File: config.mk
export PLATFORM = sky130hd
export DESIGN_NAME = run_controller
export DESIGN_NICKNAME = d
export VERILOG_FILES = /design/src/rtl/run_controller_pkg.sv /design/src/rtl/sat_counter.sv /design/src/rtl/run_controller.sv
export SDC_FILE = /design/constraint.sdc
export NUM_CORES = 1
export LEC_CHECK = 0
export CAP_MARGIN = 20
export CELL_PAD_IN_SITES_DETAIL_PLACEMENT = 2
export CELL_PAD_IN_SITES_GLOBAL_PLACEMENT = 2
export CORE_ASPECT_RATIO = 0.9
export CORE_MARGIN = 2
export CORE_UTILIZATION = 34
export CTS_CLUSTER_DIAMETER = 150
export CTS_CLUSTER_SIZE = 16
export DETAILED_ROUTE_END_ITERATION = 8
export GPL_TIMING_DRIVEN = 1
export HOLD_SLACK_MARGIN = 0.05
export PLACE_DENSITY = 0.84
export SLEW_MARGIN = 20
export SYNTH_ARGS = -nofsm -noshare
export SYNTH_HDL_FRONTEND = slang
export SYNTH_HIERARCHICAL = 1
export SYNTH_SLANG_ARGS = --single-unit
File: constraint.sdc
create_clock -name CLK -period 3.4 [get_ports CLK]
set_input_delay 0.68 -clock CLK [delete_from_list [all_inputs] [get_ports CLK]]
set_output_delay 0.68 -clock CLK [all_outputs]
set_load 0.02 [all_outputs]
File: src/rtl/run_controller_pkg.sv
// Shared types and sizing helpers for the processor run/halt supervisor.
package run_controller_pkg;

  typedef enum logic [2:0] {
    IDLE,
    RESET_HOLD,
    RUN,
    DRAIN,
    DONE,
    TIMEOUT
  } state_t;

  // Width of the shared hold/drain down-counter; never narrower than one bit.
  function automatic int cnt_width(input int reset_cycles, input int post_halt_cycles);
    int m;
    m = reset_cycles;
    if (post_halt_cycles > m) m = post_halt_cycles;
    if (m < 2) m = 2;
    return $clog2(m);
  endfunction

endpackage

File: src/rtl/sat_counter.sv
// Up-counter with synchronous clear and enable that sticks at all-ones.
module sat_counter #(
  parameter int WIDTH = 32
) (
  input  logic             CLK,
  input  logic             RST_bar,
  input  logic             clear,
  input  logic             enable,
  output logic [WIDTH-1:0] count
);

  always_ff @(posedge CLK) begin
    if (!RST_bar) begin
      count <= '0;
    end else if (clear) begin
      count <= '0;
    end else if (enable && (count != '1)) begin
      count <= count + 1'b1;
    end
  end

endmodule

File: src/rtl/run_controller.sv
// Run/halt supervisor: holds the processor in reset, runs it, drains after HALT,
// and reports DONE or TIMEOUT.
//
// state      | meaning
// IDLE       | after reset, processor held in reset, waiting for START
// RESET_HOLD | processor held in reset for RESET_CYCLES cycles
// RUN        | processor running, watching for a HALT rising edge or timeout
// DRAIN      | HALT seen, processor keeps running POST_HALT_CYCLES cycles
// DONE       | run finished normally, processor halted but out of reset
// TIMEOUT    | HALT never arrived, processor forced back into reset
module run_controller #(
  parameter int RESET_CYCLES     = 10,
  parameter int POST_HALT_CYCLES = 5,
  parameter int TIMEOUT_CYCLES   = 2500000,
  parameter int CYCLE_WIDTH      = 32
) (
  input  logic                   CLK,
  input  logic                   RST_bar,
  input  logic                   START,
  input  logic                   HALT,
  output logic                   CPU_RST_bar,
  output logic                   RUNNING,
  output logic                   DONE,
  output logic                   TIMED_OUT,
  output logic [CYCLE_WIDTH-1:0] CYCLES
);
  import run_controller_pkg::*;

  localparam int CW = cnt_width(RESET_CYCLES, POST_HALT_CYCLES);
  localparam logic [CW-1:0] HOLD_LOAD  = CW'(RESET_CYCLES - 1);
  localparam logic [CW-1:0] DRAIN_LOAD = CW'(POST_HALT_CYCLES - 1);
  localparam logic [CYCLE_WIDTH-1:0] TO_LAST = CYCLE_WIDTH'(TIMEOUT_CYCLES - 1);

  state_t          state, state_nxt;
  logic [CW-1:0]   cnt, cnt_nxt;
  logic            halt_q;
  logic            halt_edge;
  logic            cyc_clear;
  logic            cyc_en;
  logic            cpu_rst_bar_q;

  // halt_q tracks HALT through RESET_HOLD, so a HALT still high on RUN entry is not an edge.
  always_ff @(posedge CLK) begin
    if (!RST_bar) begin
      state         <= IDLE;
      cnt           <= '0;
      halt_q        <= 1'b0;
      cpu_rst_bar_q <= 1'b0;
    end else begin
      state         <= state_nxt;
      cnt           <= cnt_nxt;
      halt_q        <= HALT;
      cpu_rst_bar_q <= (state_nxt == RUN) || (state_nxt == DRAIN) ||
                       (state_nxt == run_controller_pkg::DONE);
    end
  end

  assign halt_edge = HALT && !halt_q && (state == RUN);

  always_comb begin
    state_nxt = state;
    cnt_nxt   = cnt;
    cyc_clear = 1'b0;
    case (state)
      IDLE, run_controller_pkg::DONE, TIMEOUT: begin
        if (START) begin
          state_nxt = RESET_HOLD;
          cnt_nxt   = HOLD_LOAD;
        end
      end
      RESET_HOLD: begin
        if (cnt == '0) begin
          state_nxt = RUN;
          cyc_clear = 1'b1;
        end else begin
          cnt_nxt = cnt - 1'b1;
        end
      end
      RUN: begin
        // A HALT edge takes priority over a timeout landing on the same cycle.
        if (halt_edge) begin
          if (POST_HALT_CYCLES > 0) begin
            state_nxt = DRAIN;
            cnt_nxt   = DRAIN_LOAD;
          end else begin
            state_nxt = run_controller_pkg::DONE;
          end
        end else if ((TIMEOUT_CYCLES != 0) && (CYCLES == TO_LAST)) begin
          state_nxt = TIMEOUT;
        end
      end
      DRAIN: begin
        if (cnt == '0) begin
          state_nxt = run_controller_pkg::DONE;
        end else begin
          cnt_nxt = cnt - 1'b1;
        end
      end
      default: state_nxt = IDLE;
    endcase
  end

  assign cyc_en = (state == RUN) || (state == DRAIN);

  sat_counter #(
    .WIDTH(CYCLE_WIDTH)
  ) u_cycles (
    .CLK     (CLK),
    .RST_bar (RST_bar),
    .clear   (cyc_clear),
    .enable  (cyc_en),
    .count   (CYCLES)
  );

  assign CPU_RST_bar = cpu_rst_bar_q;
  assign RUNNING     = (state == RUN) || (state == DRAIN);
  assign DONE        = (state == run_controller_pkg::DONE);
  assign TIMED_OUT   = (state == TIMEOUT);

endmodule

; ---- Word level (Yosys, flattened, before mapping)
; Cells that the tools add are included.
; Widths: inputs -> output; s select.
[word_totals]
ff_bits = 41
inputBits = 4
output_inout_bits = 36
[op_classes]
addsub = 2
n_eq_ne = 13
n_mux = 12
n_bitwise = 1
n_reduce_logical = 14
[op_table]
columns = operator, n
row1 = $add 32x1->32 const B, 1
row2 = $eq 32x22->1 const B, 1
row3 = $ne 32x32->1 const B, 1
row4 = $mux 3, 5
row5 = $eq 3x2->1 const B, 4
row6 = $mux 4, 3
row7 = $pmux 3 s4, 1
row8 = $pmux 4 s3, 1
row9 = $eq 3x3->1 const B, 3
row10 = $ne 2x2->1 const B, 3
row11 = $logic_not 4->1, 1
row12 = $reduce_and 4->1, 1
row13 = $reduce_or 2->1, 2
row14 = $sub 4x1->4 const B, 1
row15 = $eq 3x1->1 const B, 1
row16 = $logic_and 1x1->1, 3
row17 = $logic_not 3->1, 1
row18 = $logic_or 1x1->1, 3
row19 = $reduce_bool 3->1, 1
row20 = $reduce_or 3->1, 1
row21 = $mux 1, 2
row22 = $logic_not 1->1, 1
row23 = $not 1->1, 1

; ---- Depth between registers and ports, before layout
; Gate-level depths: netlist of run 1.
[depth]
depth_word = 8
ltp_mapped = 9

; ---- Cells and area by module
; The synthesis of run 1 kept the hierarchy.
[by_module_without_submodules]
columns = module, instances, cells_per_inst, area_each_um2, seq_area_each_um2
row1 = sat_counter, 1, 203, 1667.8, 640.6
row2 = run_controller, 1, 89, 729.4, 180.2

; ---- Worst setup path after synthesis of run 1
; Ideal clock, no wire load.
[synth_timing]
path_type = reg-to-reg
startpoint = register state[1]
endpoint = register u_cycles.count[20]
setup_ps = 128
arrival_ps = 2241
t_required_ps = 3272
slack_ps = 1031
stages_incl_launch_ff = 9
path_buffers = 2
synth_period_minus_slack_ps = 2369
path_cell_list = dfxtp_1 clkbuf_2 inv_1 nor2_1 clkbuf_1 nand4_1 a2111oi_0 xnor2_1 nor2_1
[synth_via]
elab_chain_cells = 3
[synth_rtl]
columns = element, line_no
row1 = "start, declared", run_controller.sv:34  ; state_t state, state_nxt;
row2 = "start signal, assigned", run_controller.sv:50  ; state <= state_nxt;
row3 = $eq 3x2->1, --
row4 = $logic_or 1x1->1 (*), --
row5 = via RUNNING, run_controller.sv:22  ; output logic RUNNING,
row6 = $logic_and 1x1->1 (*), sat_counter.sv:17  ; end else if (enable && (count != '1)) begin
row7 = "end signal, assigned", sat_counter.sv:18  ; count <= count + 1'b1;
row8 = "end, declared", sat_counter.sv:9  ; output logic [WIDTH-1:0] count
; Mark *: on every way through the listed nets, which the timed path passes. The rest lies on a longest branch.
; A chain may end at the register's enable or synchronous reset.

; ---- Worst setup path in the final report of run 1
[layout_timing]
startpoint = register state[1]
endpoint = output port RUNNING
[layout_via]
elab_chain_cells = 2
[layout_rtl]
columns = element, line_no
row1 = $eq 3x2->1, run_controller.sv:116  ; assign RUNNING = (state == RUN) || (state == DRAIN);
row2 = $logic_or 1x1->1 (*), run_controller.sv:116
row3 = "end, declared", run_controller.sv:22
; Mark *: on every way between the ends. The rest lies on a longest branch, timed or not.

==> results.toml, run 1 <==
[yosys]
async_flop_share = 0
ys_types = 60
netlist_area_um2 = 2397
ys_top_cells_by_area = "dfxtp_1, a21oi_1, or3_1"
synthCells = 292
ys_seq_area_frac = 0.3424
yosys_warnings = 6
synth.most_common_cell = "dfxtp_1"
yosys-top-cells-count = "dfxtp_1, nor2_1, a21oi_1, nand2_1, or3_1"
synth-edff-count = 0
syn_nets = 298
yosysTopAreaCellShare = 0.3424
ys_dominant_reg_cell = "dfxtp_1"
synth_top_area_cell = "dfxtp_1"
ys_seq_elements = 41
syn_avg_cell_area_um2 = 8.210

[timing]
rsz0062_at_grt = "no"
slew_viol_final = 0
setup_viol = 0
fmax_ghz = 0.3795
hold_viol_final = 0
relSlewSlack = 0.5861
min_period_ns = 2.635
fin_crit_sh = 0.7750
clock-skew-final_ns = 0.005118
tns_ns = 0
layout_setup_ws_ns = 0.7651
worstMarginPinSlew_ns = 0.6157

[cells_and_area]
drive_above_1_share = 0.08485
area_growth_pct = 23.70
final_cell_area_um2 = 2965
fin_nets = 336
antenna_cells = 0
nFillCells = 801

[clock_tree]
cts_tree = "yes"
cts_setup_buffers = 0
clock-root-buffer = "clkbuf_8"
numClockSinks = 41
cts_buffers = 5
htreeDepth = 2
clkTransAtPathRegs_ns = 0.08
clock_latency_ns = 0.30
cts-resized-gates = 0
holdBufCountCts = 0
cts_buffer_depth = 2

[global_routing]
grtUsageMet3 = 0.03523
grt_usage = 0.2118
grt_util_met2 = 0.3484
grt_max_degree = 26
grt-ovfl-total = 0
grt_use_met1 = 0.2901
grt_first_pass_wirelength_mm = 13.29
top_usage_layer = "met2"
grt_pass1_vias = 2542
antenna_found_initial = 0

[critical_path]
r2r_end = "u_cycles/count[18]$_SDFFE_PP0P_"
reg2reg_depth = 6
r2r_start = "state[1]$_SDFF_PN0_"
critPathRequiredTime_ns = 2.72
cp-start-kind = "flop"
cp.arrival_ns = 1.95
cp-end-kind = "output pin"
path_class = "reg2out"
crit_fanout = 10
rrSetupSlack_ns = 1.04

[run_status]
status = "finished, final reports clean"

[detailed_routing]
drtPass1Iterations = 4
finalWirelength_mm = 7.697
drt-wirelength-per-cell_um = 18.20
drtIter0Drc = 84
vias = 2445
vias_per_cell = 5.780
drc = 0
ant_nets = 0

[min_path]
hold_start = "cnt[1]$_SDFFE_PN0P_"
whs_endpoint = "cnt[1]$_SDFFE_PN0P_"
min_path_cells = 2
min_path_type = "reg2reg"

[run]
max_cap_violations = 0

[power]
leakage_nw = 0.9379
power_density_nw_per_um2 = 465.9
ir_drop_mv = 0.2079
totalPowerFinal_mw = 1.381

[die]
ios = 40
fp.dieArea_um2 = 7739
die_w_um = 92.51
start_util = 0.3459
coreArea_um2 = 6930
rows = 29
dieHeight_um = 83.66

[placed_design]
place_hpwl_mm = 5.800
placedInstanceArea_um2 = 2879
dpl_worst_slack_ns = 0.9368
port_buffers = 39
place_congestion = 0.8352
-- worst max-delay path, cell delays in order (launching register included) --
cell and delay (ns):
dfxtp_1 0.48, inv_1 0.15, nor2_1 0.34, clkdlybuf4s50_1 0.68
-- how the worst max path moves through the flow --
stage	start	endpoint	slack, ns
final	state[1]$_SDFF_PN0_	RUNNING	0.77
after CTS	state[1]$_SDFF_PN0_	RUNNING	0.76
after global placement	RST_bar	u_cycles/count[22]$_SDFFE_PP0P_	1.01
after detailed placement	RST_bar	u_cycles/count[22]$_SDFFE_PP0P_	0.94
after floorplan	state[1]$_SDFF_PN0_	u_cycles/count[20]$_SDFFE_PP0P_	1.03
after global routing	state[1]$_SDFF_PN0_	RUNNING	0.61
-- kinds of logic (layout without fill, tap and decap cells) --
logic type / Yosys count / after routing / share of synthesized area
mux: 1 / 1 / 0.004176
buf+inv: 18 / 56 / 0.03236
simple gates: 149 / 149 / 0.3700
flops: 41 / 41 / 0.3424
xor+xnor: 9 / 9 / 0.03288
fa+ha+maj: 2 / 2 / 0.01044
compound gates: 72 / 72 / 0.2077
-- cell usage in the layout (no fill, tap or decap), types with 2 or more instances in the layout --
cell and instances:
dfxtp_1 41, clkdlybuf4s50_1 39, nor2_1 24, a21oi_1 23
nand2_1 21, or3_1 17, nand4_1 16, nand3_1 12
and3_1 10, o21ai_1 10, xnor2_1 9, o21ai_0 8
nand2b_1 6, inv_1 6, clkbuf_8 6, and2_1 4
nor3_1 4, and4_1 4, buf_4 4, nor2b_1 3
nor4_1 3, nor4bb_1 3, o211ai_1 3, o22ai_1 3
or2_2 3, a211oi_1 3, nor3b_1 2, nor4b_1 2
nand3_2 2, a21boi_1 2, o21a_1 2, ha_1 2
nor4_2 2, a2111oi_0 2, or4_1 2, a31o_1 2
nor3_2 2
-- metrics by stage --
stage / utilization / hold slack [ns] / instances
detailed placement: 0.4154 / 0.4846 / 416
floorplan: - / 0.4500 / 292
global placement: 0.4154 / 0.4664 / 416
global route: 0.4279 / 0.5202 / 423
finish: 0.4279 / 0.4913 / 423
CTS: 0.4279 / 0.4959 / 423
-- where the power goes --
group / internal, mW / switching [mW]
Clock: 0.161 / 0.173
Sequential: 0.517 / 0.0553
Combinational: 0.189 / 0.285
-- state kept, by name (all words and copies together) (netlist names) --
name and cells:
CPU_RST_bar 1, state 3, u_cycles/count 32, halt_q 1, cnt 4
-- layout make-up --
cell class,instances,area [um^2],share of cell area
clock buffer,7,86.33,0.02911
tap,93,116.4,0.03924
inverter,6,22.52,0.007595
timing repair buffer,43,420.4,0.1418
multi-input combinational,233,1499,0.5055
sequential,41,820.8,0.2768
-- per-layer routing --
metal | part of all wire | vias to the layer above
met5 | 0 | -
met4 | 0.0082 | 0
met3 | 0.032 | 7
met2 | 0.48 | 41
met1 | 0.48 | 1218
li1 | - | 1179
No activity file was read; power rests on OpenSTA's default activity.
==> run 2: changes to the inputs <==
--- a/config.mk
+++ b/config.mk
@@ -10,13 +10,13 @@
 export CELL_PAD_IN_SITES_GLOBAL_PLACEMENT = 2
 export CORE_ASPECT_RATIO = 0.9
 export CORE_MARGIN = 2
-export CORE_UTILIZATION = 34
+export CORE_UTILIZATION = 31
 export CTS_CLUSTER_DIAMETER = 150
 export CTS_CLUSTER_SIZE = 16
 export DETAILED_ROUTE_END_ITERATION = 8
 export GPL_TIMING_DRIVEN = 1
 export HOLD_SLACK_MARGIN = 0.05
-export PLACE_DENSITY = 0.84
+export PLACE_DENSITY = 0.78
 export SLEW_MARGIN = 20
 export SYNTH_ARGS = -nofsm -noshare
 export SYNTH_HDL_FRONTEND = slang
==> constraint.sdc (replaced) <==
create_clock -name CLK -period 2.7 [get_ports CLK]
set_input_delay 0.54 -clock CLK [delete_from_list [all_inputs] [get_ports CLK]]
set_output_delay 0.54 -clock CLK [all_outputs]
set_load 0.02 [all_outputs]
==> run 2 against run 1 <==
Cell area up 1.1%. First-iteration DRC count down 2.4%. Die area is 9.2% higher. Largest cell class unchanged. Largest power group unchanged. Highest routed layer unchanged.
==> results.toml, run 2 (synthesized netlist as in run 1, its figures left out) <==
[die]
coreArea_um2 = 7507
fp.dieArea_um2 = 8454
dieHeight_um = 87.43
ios = 40
die_w_um = 96.70
rows = 30
start_util = 0.3193

[cells_and_area]
drive_above_1_share = 0.09036
postLayoutCoreUtil = 0.3992
fin_nets = 338
final_cell_mix = "dfxtp_1, clkdlybuf4s50_1, nor2_1"
largest_reg_flops = 32
regMostFlops = "u_cycles/count"
top_regs = "u_cycles/count: 32 flops, cnt: 4 flops, state: 3 flops"
antenna_cells = 0
area_growth_pct = 25.00
fin_cells = 428
final_common_cell = "dfxtp_1"

[detailed_routing]
vias = 2442
ant_nets = 0
drtIter0Drc = 82
drtPass1Iterations = 4
vias_per_cell = 5.706
drc = 0
finalWirelength_mm = 7.899
drt-wirelength-per-cell_um = 18.46

[timing]
clock-skew-final_ns = 0.009223
layout_setup_ws_ns = 0.3102
setup_viol = 0
tns_ns = 0
slew_viol_final = 0
fmax_ghz = 0.4184
rsz0062_at_grt = "no"
relSlewSlack = 0.5535
worstMarginPinSlew_ns = 0.6642
hold_viol_final = 0
fin_crit_sh = 0.8851
min_period_ns = 2.390

[clock_tree]
clkTransAtPathRegs_ns = 0.07
cts_setup_buffers = 0
cts-resized-gates = 0
clock_latency_ns = 0.30
clock-root-buffer = "clkbuf_8"
numClockSinks = 41
htreeDepth = 2
cts_buffers = 5
holdBufCountCts = 0
cts_buffer_depth = 2
cts_tree = "yes"

[min_path]
min_path_type = "reg2reg"
hold_start = "cnt[1]$_SDFFE_PN0P_"

[critical_path]
rrSetupSlack_ns = 0.43
slowest_stage = "clkdlybuf4s50_1"
slowest_delay_ns = 0.59
path_class = "reg2out"
cp-end-kind = "output pin"
r2r_start = "u_cycles/count[16]$_SDFFE_PP0P_"
crit_family = "buffers and inverters"
critPathRequiredTime_ns = 2.16
crit_buf_inv = 1
cp-start-kind = "flop"
crit_fanout = 10
cp.arrival_ns = 1.85
startpoint = "state[2]$_SDFF_PN0_"
path_cells = "nor2b_1, and2_1, clkdlybuf4s50_1"

[global_routing]
grt-ovfl-total = 0
grt_pass1_vias = 2541
antenna_found_initial = 0
grt_usage = 0.1940
grt_first_pass_wirelength_mm = 13.17
grt_max_degree = 32

[placed_design]
dp_cells = 421
place_congestion = 0.7947
dpl_worst_slack_ns = 0.4939
port_buffers = 39
place_hpwl_mm = 5.789

[power]
leakage_nw = 0.9521
ir_drop_mv = 0.2305
power_density_nw_per_um2 = 584.5

[run]
max_cap_violations = 0

[run_status]
status = "finished, final reports clean"
-- run 2: cell count changes in the layout (fill, tap and decap cells not counted), sizes merged --
cell  change
buf       +2
-- run 2: power breakdown --
group          internal (mW)  leakage (nW)  total, mW  switching, mW
sequential             0.651         0.332      0.706         0.0547
clock                  0.203        0.0443      0.420          0.217
combinational          0.249         0.576      0.625          0.376
-- run 2: per-stage QoR --
stage	area (um^2)	hold slack (ns)	power, mW
after floorplan	2397	0.4500	1.148
after global placement	2910	0.4664	1.334
after detailed placement	2910	0.4829	1.352
after CTS	2997	0.4932	1.776
after global routing	2997	0.5152	1.878
final	2997	0.4822	1.752
-- run 2: per-layer routing --
metal / global-route usage / part of all wire
met4: 0.04225 / 0.0078
met3: 0.02889 / 0.023
met1: 0.2537 / 0.48
met5: 0 / 0
met2: 0.3422 / 0.49
-- run 2: area by class of cell --
| type | instances | area, um^2 |
|---|---|---|
| inverters | 6 | 22.52 |
| repair buffers | 45 | 447.9 |
| well taps | 96 | 120.1 |
| fillers | 874 | 4511 |
| multi-input cells | 233 | 1499 |
| clock buffers | 7 | 86.33 |
| flip-flops and latches | 41 | 820.8 |
-- run 2: worst paths after layout --
check	to	depth (start not counted)
min reg2reg	cnt[1]$_SDFFE_PN0P_	2
min	cnt[1]$_SDFFE_PN0P_	2
max reg2reg	u_cycles/count[9]$_SDFFE_PP0P_	6
max	TIMED_OUT	3
-- run 2: worst register-to-register path, cell delays in order (launching register included) --
cell	delay, ns
dfxtp_1	0.49
nand4_1	0.26
or4_4	0.61
o31ai_4	0.26
buf_4	0.31
or4_1	0.16
a21oi_1	0.07
==> run 3: changes to the inputs <==
--- a/config.mk
+++ b/config.mk
@@ -9,7 +9,7 @@
 export CELL_PAD_IN_SITES_DETAIL_PLACEMENT = 2
 export CELL_PAD_IN_SITES_GLOBAL_PLACEMENT = 2
 export CORE_ASPECT_RATIO = 0.9
-export CORE_MARGIN = 2
+export CORE_MARGIN = 10
 export CORE_UTILIZATION = 31
 export CTS_CLUSTER_DIAMETER = 150
 export CTS_CLUSTER_SIZE = 16
==> run 3 against run 2 <==
Register-to-register slack gained 0.04 ns. Final cell count grew 1.2%. First-iteration DRC count grew 51%. Via count grew 0.86%.
==> results.toml, run 3 (synthesized netlist as in run 1, its figures left out) <==
[timing]
relSlewSlack = 0.5290
slew_viol_final = 0
hold_viol_final = 0
fmax_ghz = 0.4173
worstMarginPinSlew_ns = 0.7007
fin_crit_sh = 0.8876
setup_viol = 0
clock-skew-final_ns = 0.005342
rsz0062_at_grt = "no"
min_period_ns = 2.397
tns_ns = 0

[clock_tree]
cts-resized-gates = 0
clock-root-buffer = "clkbuf_8"
clock_latency_ns = 0.29
holdBufCountCts = 0
cts_buffers = 5
cts_tree = "yes"
cts_setup_buffers = 0
htreeDepth = 2
numClockSinks = 41
cts_buffer_depth = 2
clkTransAtPathRegs_ns = 0.08

[critical_path]
cp.arrival_ns = 1.86
startpoint = "state[2]$_SDFF_PN0_"
path_class = "reg2out"
r2r_end = "u_cycles/count[21]$_SDFFE_PP0P_"
cp-start-kind = "flop"
crit_fanout = 10
critPathRequiredTime_ns = 2.16
reg2reg_depth = 5
rrSetupSlack_ns = 0.47
r2r_start = "u_cycles/count[16]$_SDFFE_PP0P_"
endpoint = "TIMED_OUT"
cp-end-kind = "output pin"

[cells_and_area]
regMostFlops = "u_cycles/count"
drive_above_1_share = 0.09792
final_cell_mix = "dfxtp_1, clkdlybuf4s50_1, nor2_1"
top_regs = "u_cycles/count: 32 flops, cnt: 4 flops, state: 3 flops"
final_common_cell = "dfxtp_1"
fin_nets = 342
antenna_cells = 0
largest_reg_flops = 32
area_growth_pct = 25.47
postLayoutCoreUtil = 0.3987

[detailed_routing]
vias_per_cell = 5.688
drtPass1Iterations = 4
finalWirelength_mm = 8.126
drc = 0
drtIter0Drc = 124
ant_nets = 0
vias = 2463
drt-wirelength-per-cell_um = 18.77

[run_status]
status = "finished, final reports clean"

[placed_design]
place_hpwl_mm = 6.253
port_buffers = 39
place_congestion = 0.8049

[die]
coreArea_um2 = 7545
fp.dieArea_um2 = 11660
rows = 30
dieHeight_um = 103.4
die_w_um = 112.7
start_util = 0.3177
ios = 40

[global_routing]
grt_max_degree = 26
grt-ovfl-total = 0
grt_pass1_vias = 2623
antenna_found_initial = 0
grt_usage = 0.1431
grt_first_pass_wirelength_mm = 13.78

[min_path]
min_path_cells = 2
min_path_type = "reg2reg"

[power]
power_density_nw_per_um2 = 574.1
ir_drop_mv = 0.3079
leakage_nw = 0.9636

[run]
max_cap_violations = 0
==> run 3: cell count changes in the layout (fill, tap and decap cells not counted), sizes merged <==
cell,delta
buf,+4
clkbuf,+1
==> run 3: report_power, final <==
part,total [mW],leakage [nW],switching (mW),internal (mW)
clock network,0.400,0.0395,0.216,0.184
logic,0.622,0.592,0.377,0.245
registers,0.705,0.332,0.0537,0.651
==> run 3: through the flow <==
| stage | setup slack (ns) | hold slack [ns] | instances | cell area, um^2 | total power [mW] |
|---|---|---|---|---|---|
| CTS | 0.2712 | 0.4889 | 433 | 3008 | 1.755 |
| floorplan | 0.3312 | 0.4500 | 292 | 2397 | 1.148 |
| global route | 0.1861 | 0.5236 | 433 | 3008 | 1.854 |
| detailed placement | 0.4782 | 0.4792 | 425 | 2928 | 1.348 |
| finish | 0.3034 | 0.4819 | 433 | 3008 | 1.727 |
| global placement | 0.5913 | 0.4683 | 425 | 2928 | 1.328 |
==> run 3: how the worst min path moves through the flow <==
stage | end | start
after floorplan | cnt[1]$_SDFFE_PN0P_ | cnt[1]$_SDFFE_PN0P_
after global placement | cnt[1]$_SDFFE_PN0P_ | cnt[1]$_SDFFE_PN0P_
after detailed placement | cnt[1]$_SDFFE_PN0P_ | cnt[1]$_SDFFE_PN0P_
after CTS | cnt[1]$_SDFFE_PN0P_ | cnt[1]$_SDFFE_PN0P_
after global routing | cnt[1]$_SDFFE_PN0P_ | cnt[1]$_SDFFE_PN0P_
final | cnt[1]$_SDFFE_PN0P_ | cnt[1]$_SDFFE_PN0P_
==> run 3: layer usage <==
layer,wire length (um),share of wire,track usage,vias to the layer above
met2,3943,0.49,0.2442,28
met5,0,0,0,-
met1,3792,0.47,0.1801,1248
met4,49,0.0060,0.02632,0
met3,341,0.042,0.03576,4
li1,-,-,-,1183
==> run 3: area by class of cell <==
| type | instances | area (um^2) |
|---|---|---|
| clock buffers | 8 | 80.08 |
| fillers | 869 | 4537 |
| inverters | 6 | 22.52 |
| multi-input cells | 233 | 1499 |
| flip-flops and latches | 41 | 820.8 |
| well taps | 96 | 120.1 |
| repair buffers | 49 | 465.4 |
==> run 3: worst max-delay path, cell delays in order, from the launching register on <==
cell and delay, ns:
dfxtp_1 0.51, nor2b_1 0.30, and2_1 0.16, clkdlybuf4s50_1 0.60
